--- config.mk ---
export PLATFORM = sky130hd
export DESIGN_NAME = alu_rr_scheduler
export DESIGN_NICKNAME = d
export VERILOG_FILES = /design/src/rtl/alu_rr_scheduler.sv
export SDC_FILE = /design/constraint.sdc
export NUM_CORES = 1
export LEC_CHECK = 0
export CORE_AREA = 3 3 166 168
export DETAILED_ROUTE_END_ITERATION = 8
export DIE_AREA = 0 0 169 171
export SLEW_MARGIN = 20
export SYNTH_ARGS = -nofsm -noshare
export SYNTH_HDL_FRONTEND = slang
export SYNTH_SLANG_ARGS = --single-unit
--- constraint.sdc ---
create_clock -name clk -period 2.75 [get_ports clk]
set_clock_uncertainty 0.05 [all_clocks]
set_input_delay 0.55 -clock clk [delete_from_list [all_inputs] [get_ports clk]]
set_output_delay 0.55 -clock clk [all_outputs]
set_load 0.05 [all_outputs]
--- src/rtl/alu_rr_scheduler.sv ---
// rtl/alu_rr_scheduler.sv - round-robin scheduler sharing one pipelined ALU between requesters
// Grants one requester per cycle, carries owner IDs alongside the ALU pipe and steers results back.
module alu_rr_scheduler #(
  parameter int NUM_REQ = 4,
  parameter int ID_W    = 2,
  parameter int ALU_LAT = 3
) (
  input  logic                  clk,
  input  logic                  rst,
  input  logic [NUM_REQ-1:0]    req_valid,
  output logic [NUM_REQ-1:0]    req_ready,
  input  logic [NUM_REQ*32-1:0] req_a,
  input  logic [NUM_REQ*32-1:0] req_b,
  input  logic [NUM_REQ*4-1:0]  req_op,
  output logic [31:0]           alu_a,
  output logic [31:0]           alu_b,
  output logic [3:0]            alu_ctrl,
  input  logic [31:0]           alu_result,
  input  logic [3:0]            alu_flags,
  output logic [NUM_REQ-1:0]    rsp_valid,
  output logic [ID_W-1:0]       rsp_id,
  output logic [31:0]           rsp_result,
  output logic [3:0]            rsp_flags,
  output logic [ID_W:0]         inflight
);

  logic [ID_W-1:0]    r_ptr;
  logic [ALU_LAT-1:0] r_tag_vld;
  logic [ID_W-1:0]    r_tag_id [ALU_LAT];
  logic [ID_W:0]      r_inflight;

  logic               w_gnt;
  logic [ID_W-1:0]    w_gnt_id;
  logic [ID_W-1:0]    w_idx;
  logic [ID_W:0]      w_inflight_nxt;

  // First valid requester scanning from r_ptr; reset suppresses every grant.
  always_comb begin
    w_gnt    = 1'b0;
    w_gnt_id = '0;
    w_idx    = '0;
    for (int k = 0; k < NUM_REQ; k++) begin
      w_idx = ID_W'((int'(r_ptr) + k) % NUM_REQ);
      if (!w_gnt && req_valid[w_idx]) begin
        w_gnt    = 1'b1;
        w_gnt_id = w_idx;
      end
    end
    if (rst) w_gnt = 1'b0;
  end

  always_comb begin
    req_ready = '0;
    alu_a     = '0;
    alu_b     = '0;
    alu_ctrl  = '0;
    for (int i = 0; i < NUM_REQ; i++) begin
      if (w_gnt && (w_gnt_id == ID_W'(i))) begin
        req_ready[i] = 1'b1;
        alu_a        = req_a[i*32 +: 32];
        alu_b        = req_b[i*32 +: 32];
        alu_ctrl     = req_op[i*4 +: 4];
      end
    end
  end

  // Occupancy after this edge: the new grant plus every entry that stays inside the pipe.
  always_comb begin
    w_inflight_nxt = {{ID_W{1'b0}}, w_gnt};
    for (int j = 0; j < ALU_LAT - 1; j++) begin
      w_inflight_nxt = w_inflight_nxt + {{ID_W{1'b0}}, r_tag_vld[j]};
    end
  end

  always_ff @(posedge clk) begin
    if (rst) begin
      r_ptr      <= '0;
      r_tag_vld  <= '0;
      r_inflight <= '0;
      for (int j = 0; j < ALU_LAT; j++) r_tag_id[j] <= '0;
    end else begin
      if (w_gnt) r_ptr <= (w_gnt_id == ID_W'(NUM_REQ - 1)) ? '0 : w_gnt_id + 1'b1;
      r_tag_vld[0] <= w_gnt;
      r_tag_id[0]  <= w_gnt_id;
      for (int j = 1; j < ALU_LAT; j++) begin
        r_tag_vld[j] <= r_tag_vld[j-1];
        r_tag_id[j]  <= r_tag_id[j-1];
      end
      r_inflight <= w_inflight_nxt;
    end
  end

  always_comb begin
    rsp_valid = '0;
    for (int i = 0; i < NUM_REQ; i++) begin
      rsp_valid[i] = !rst && r_tag_vld[ALU_LAT-1] && (r_tag_id[ALU_LAT-1] == ID_W'(i));
    end
  end

  assign rsp_id     = r_tag_id[ALU_LAT-1];
  assign rsp_result = alu_result;
  assign rsp_flags  = alu_flags;
  assign inflight   = r_inflight;

endmodule

==> flow_summary.html <==
<table>
<tr><th>Metric</th><th>Value</th></tr>
<tr><th colspan="2">Floorplan</th></tr>
<tr><td>Area enclosed by the die boundary</td><td>0.0289 mm^2</td></tr>
<tr><td>Area of the placeable core</td><td>0.0261 mm^2</td></tr>
<tr><td>Die span in x</td><td>169 um</td></tr>
<tr><td>Initial core utilization</td><td>13.9%</td></tr>
<tr><td>Number of top-level design ports</td><td>431</td></tr>
<tr><td>Row Count</td><td>59</td></tr>
<tr><td>Vertical die dimension</td><td>between 150 and 200 um</td></tr>
<tr><th colspan="2">STA</th></tr>
<tr><td>Pins Over Slew Limit</td><td>0</td></tr>
<tr><td>Time the worst path needs with I/O delays and setup</td><td>3.25 ns</td></tr>
<tr><td>Post-route setup slack</td><td>-0.499 ns</td></tr>
<tr><td>Final number of hold-violating endpoints</td><td>0</td></tr>
<tr><td>Fmax</td><td>around 310 MHz</td></tr>
<tr><td>Number of setup violations in the final report</td><td>70</td></tr>
<tr><td>Post-Route Setup TNS</td><td>-29.26 ns</td></tr>
<tr><td>Relative max-transition margin</td><td>roughly 65%</td></tr>
<tr><td>Worst Max-Slew Pin Slew</td><td>between 0.5 and 0.6 ns</td></tr>
<tr><td>Setup repair after global routing missed its margin</td><td>yes</td></tr>
<tr><td>Part of the cycle the worst path needs</td><td>118%</td></tr>
<tr><td>Final-layout worst hold slack</td><td>around 0.38 ns</td></tr>
<tr><th colspan="2">Setup path</th></tr>
<tr><td>Cell with the most instances on the worst path</td><td>buf_12</td></tr>
<tr><td>Top fanout value on the critical path</td><td>8</td></tr>
<tr><td>Arrival time of data at the critical path endpoint</td><td>2.65 ns</td></tr>
<tr><td>Master of the slowest instance on the critical path</td><td>a221o_1</td></tr>
<tr><td>Setup Crit Path Kind</td><td>flop to primary output</td></tr>
<tr><td>Cells traversed along the worst timing path</td><td>buf_4, a21oi_2, o21a_2, o22a_1, buf_6, ha_4, buf_12, buf_16, a221o_1, a21oi_4, buf_12</td></tr>
<tr><td>Largest stage delay, worst path</td><td>0.40 ns</td></tr>
<tr><td>Largest delay contributor family on the critical path</td><td>compound AO/OA/AOI/OAI gates</td></tr>
<tr><td>WP data required</td><td>2.15 ns</td></tr>
<tr><td>Startpoint class of the critical path</td><td>flop</td></tr>
<tr><td>Worst path buffer plus inverter count</td><td>5</td></tr>
<tr><td>Sort of element at the end of the critical path</td><td>primary output</td></tr>
<tr><th colspan="2">Finish</th></tr>
<tr><td>Syn-to-layout area delta</td><td>196%</td></tr>
<tr><td>Design area</td><td>0.0108 mm^2</td></tr>
<tr><td>NumNets Final</td><td>1,276</td></tr>
<tr><td>Final instance count without filler cells</td><td>1,291</td></tr>
<tr><td>Final antenna diode count</td><td>0</td></tr>
<tr><td>Fraction of final layout cells sized beyond drive strength 1</td><td>between 30% and 40%</td></tr>
<tr><td>Post-route core utilization</td><td>41.3%</td></tr>
<tr><th colspan="2">Place</th></tr>
<tr><td>Input/output buffers</td><td>357</td></tr>
<tr><td>Placed standard-cell area</td><td>0.00931 mm^2</td></tr>
<tr><td>Number of placed instances, taps included</td><td>1,224</td></tr>
<tr><td>Worst slack after detailed placement</td><td>-0.911 ns</td></tr>
<tr><td>Global placer's final weighted congestion</td><td>0.869</td></tr>
<tr><td>Estimated wirelength of the detail-placed design</td><td>about 17,000 um</td></tr>
<tr><th colspan="2">Hold path</th></tr>
<tr><td>Class of the most critical hold timing path</td><td>flop to flop</td></tr>
<tr><th colspan="2">Clock network</th></tr>
<tr><td>Clock-pin slew of the registers on the worst-case setup and hold paths</td><td>0.04 ns</td></tr>
<tr><td>CTS tree</td><td>yes</td></tr>
<tr><td>CTS Buf Count</td><td>3</td></tr>
<tr><td>Root cell of the clock tree</td><td>clkbuf_16</td></tr>
<tr><td>Hold-fix buffer count after cts</td><td>0</td></tr>
<tr><td>Clock Latency Late Sink</td><td>around 0.24 ns</td></tr>
<tr><td>Clock sinks</td><td>13</td></tr>
<tr><td>Clk buf depth</td><td>2</td></tr>
<tr><td>Max H-tree Level</td><td>1</td></tr>
<tr><th colspan="2">Detailed routing</th></tr>
<tr><td>Drt pass-1 iters</td><td>5</td></tr>
<tr><td>DRC viols</td><td>0</td></tr>
<tr><td>Vias post-DR</td><td>5,926</td></tr>
<tr><td>Number of routed nets with antenna violations</td><td>0</td></tr>
<tr><td>Routed wire length</td><td>approximately 27,000 um</td></tr>
<tr><td>Routed length per instance</td><td>21.2 um</td></tr>
<tr><td>Initial detailed-routing violation count</td><td>slightly above 200</td></tr>
<tr><td>Average vias per placed instance</td><td>~4.6</td></tr>
<tr><th colspan="2">Logic synthesis</th></tr>
<tr><td>Synthesized area</td><td>0.00363 mm^2</td></tr>
<tr><td>Synthesized area per cell</td><td>6.35 um^2</td></tr>
<tr><td>Nets in the synthesized netlist</td><td>890</td></tr>
<tr><td>Cells after Synth</td><td>571</td></tr>
<tr><td>Leading cell type by number of instances after synthesis</td><td>a21oi_1</td></tr>
<tr><td>Top cells by area in the synthesized netlist</td><td>a221o_1 19%, a21oi_1 18%, nand3b_1 14%</td></tr>
<tr><td>Sequential element share of the synthesized area</td><td>~7%</td></tr>
<tr><td>Post-synth ARST share</td><td>0%</td></tr>
<tr><td>Total of warnings raised by yosys</td><td>0</td></tr>
<tr><td>Dominant synthesized flop cell</td><td>dfxtp_1</td></tr>
<tr><td>Most numerous cell types in the synthesized netlist</td><td>131 x a21oi_1, 71 x inv_1, 70 x nand2_1, 68 x a221o_1, 68 x nand3b_1</td></tr>
<tr><td>Number of register bits inferred by synthesis</td><td>13</td></tr>
<tr><td>Number of unique standard cell types used by synthesis</td><td>33</td></tr>
<tr><td>Post-synthesis cell type with the largest combined area</td><td>a221o_1</td></tr>
<tr><td>Fraction of synthesized cell area taken by the top area cell type</td><td>18.8%</td></tr>
<tr><td>Number of flops mapped to enable cells by yosys</td><td>0</td></tr>
<tr><th colspan="2">Power and ir drop</th></tr>
<tr><td>Power density over the cells</td><td>499 mW/mm^2</td></tr>
<tr><td>Worst vdd ir</td><td>between 0.0003 and 0.0004 V</td></tr>
<tr><td>Leak Pwr</td><td>slightly above 4 nW</td></tr>
<tr><td>Power share of the clock group</td><td>5.0%</td></tr>
<tr><td>Fraction of power spent switching nets</td><td>44.9%</td></tr>
<tr><td>NetSw</td><td>roughly 2.4 mW</td></tr>
<tr><td>Relative contribution of sequential cells to total power</td><td>4.1%</td></tr>
<tr><td>Post-layout power</td><td>5.36 mW</td></tr>
<tr><td>Comb pwr share</td><td>roughly nine tenths</td></tr>
<tr><td>Cell internal pwr</td><td>about 3.0 mW</td></tr>
<tr><th colspan="2">Run status</th></tr>
<tr><td>Violations in the final reports</td><td>negative setup slack</td></tr>
<tr><td>Outcome</td><td>finished with violations</td></tr>
<tr><th colspan="2">Run</th></tr>
<tr><td>Total of max-cap violations</td><td>0</td></tr>
<tr><th colspan="2">Global routing</th></tr>
<tr><td>Tot GR Track Use</td><td>around 16%</td></tr>
<tr><td>First-pass GRT wire length</td><td>approximately 36,000 um</td></tr>
<tr><td>Via count of the first global-routing pass</td><td>5,989</td></tr>
<tr><td>Aggregate global routing overflow</td><td>0</td></tr>
<tr><td>Number of antenna violations at the first check in global routing</td><td>3</td></tr>
<tr><td>Pin count of the biggest net entering global routing</td><td>44</td></tr>
</table>
registers in the layout (all words and copies together) (netlist names):
signal	cells
r_tag_id	6
r_ptr	2
inflight	2
r_tag_vld	3
worst paths after layout:
path                              from                   endpoint  slack (ns)  cells after the start
max              r_ptr[1]$_SDFFE_PP0P_                  alu_b[13]       -0.50                     11
min          r_tag_id[0][3]$_SDFF_PP0_  r_tag_id[0][5]$_SDFF_PP0_        0.38                      1
max reg2reg      r_ptr[1]$_SDFFE_PP0P_      r_ptr[1]$_SDFFE_PP0P_        1.03                      8
min reg2reg  r_tag_id[0][3]$_SDFF_PP0_  r_tag_id[0][5]$_SDFF_PP0_        0.38                      1
power groups by stage:
stage / Combinational [mW] / Clock, mW / Sequential, mW
detailed placement: 4.01 / 0 / 0.218
floorplan: 2.40 / 0 / 0.223
global placement: 4.00 / 0 / 0.218
CTS: 4.61 / 0.272 / 0.218
finish: 4.87 / 0.269 / 0.219
global route: 5.10 / 0.282 / 0.221
cell usage in the layout (no fill, tap or decap), types with 2 or more instances in the layout:
cell / netlist / layout
buf_4: 41 / 47
and2_4: 0 / 4
nand2_2: 0 / 2
a21oi_1: 131 / 62
buf_12: 0 / 110
dfxtp_1: 13 / 12
nand3b_1: 68 / 68
clkdlybuf4s50_1: 0 / 277
clkbuf_16: 0 / 12
nand2_1: 70 / 68
nor2_1: 3 / 2
ha_4: 0 / 4
a21oi_2: 9 / 7
nor2b_1: 9 / 9
inv_1: 71 / 70
buf_16: 0 / 18
inv_2: 1 / 2
a21oi_4: 0 / 71
buf_6: 1 / 13
buf_8: 2 / 8
a221o_1: 68 / 68
timing repair:
item,4_1_cts,5_1_grt
gates resized for setup,82,32
cloned,18,11
buffers inserted,29,7
pin swaps,91,58
setup endpoints to repair,72,72
endpoints found under the hold margin,0,0
cell type report:
class	instances	area (um^2)
Clock buffer	4	78.8
Fill cell	2518	15300
Inverter	72	270
Multi-Input combinational cell	384	3400
Sequential cell	13	264
Tap cell	335	419
Timing Repair Buffer	483	6320
worst register-to-register path: stages (launching register included):
cell and delay (ns):
dfxtp_4 0.37, mux2i_2 0.22, nor2_2 0.07, buf_6 0.12, nor3_4 0.23, buf_4 0.16
ha_4 0.18, mux2i_1 0.14, nor2_1 0.05
logic make-up (layout without fill, tap and decap cells):
group	count (synthesis)	after routing	share of synthesized area, %
AO/OA/AOI/OAI	213	213	40.2
adder cells (fa/ha/maj)	5	5	1.93
buffers and inverters	174	559	24.1
flip-flops	13	13	7.17
multiplexers	2	2	0.552
other	1	1	0.103
AND/OR/NAND/NOR	163	163	25.9
routing by layer:
metal	vias up	wire length, um	global-route usage, %
li1	2755	-	-
met1	2798	10100	18.1
met2	308	14400	31.6
met3	59	2090	3.60
met4	6	673	2.79
met5	-	44	0
Power figures use the tool's default switching activity.
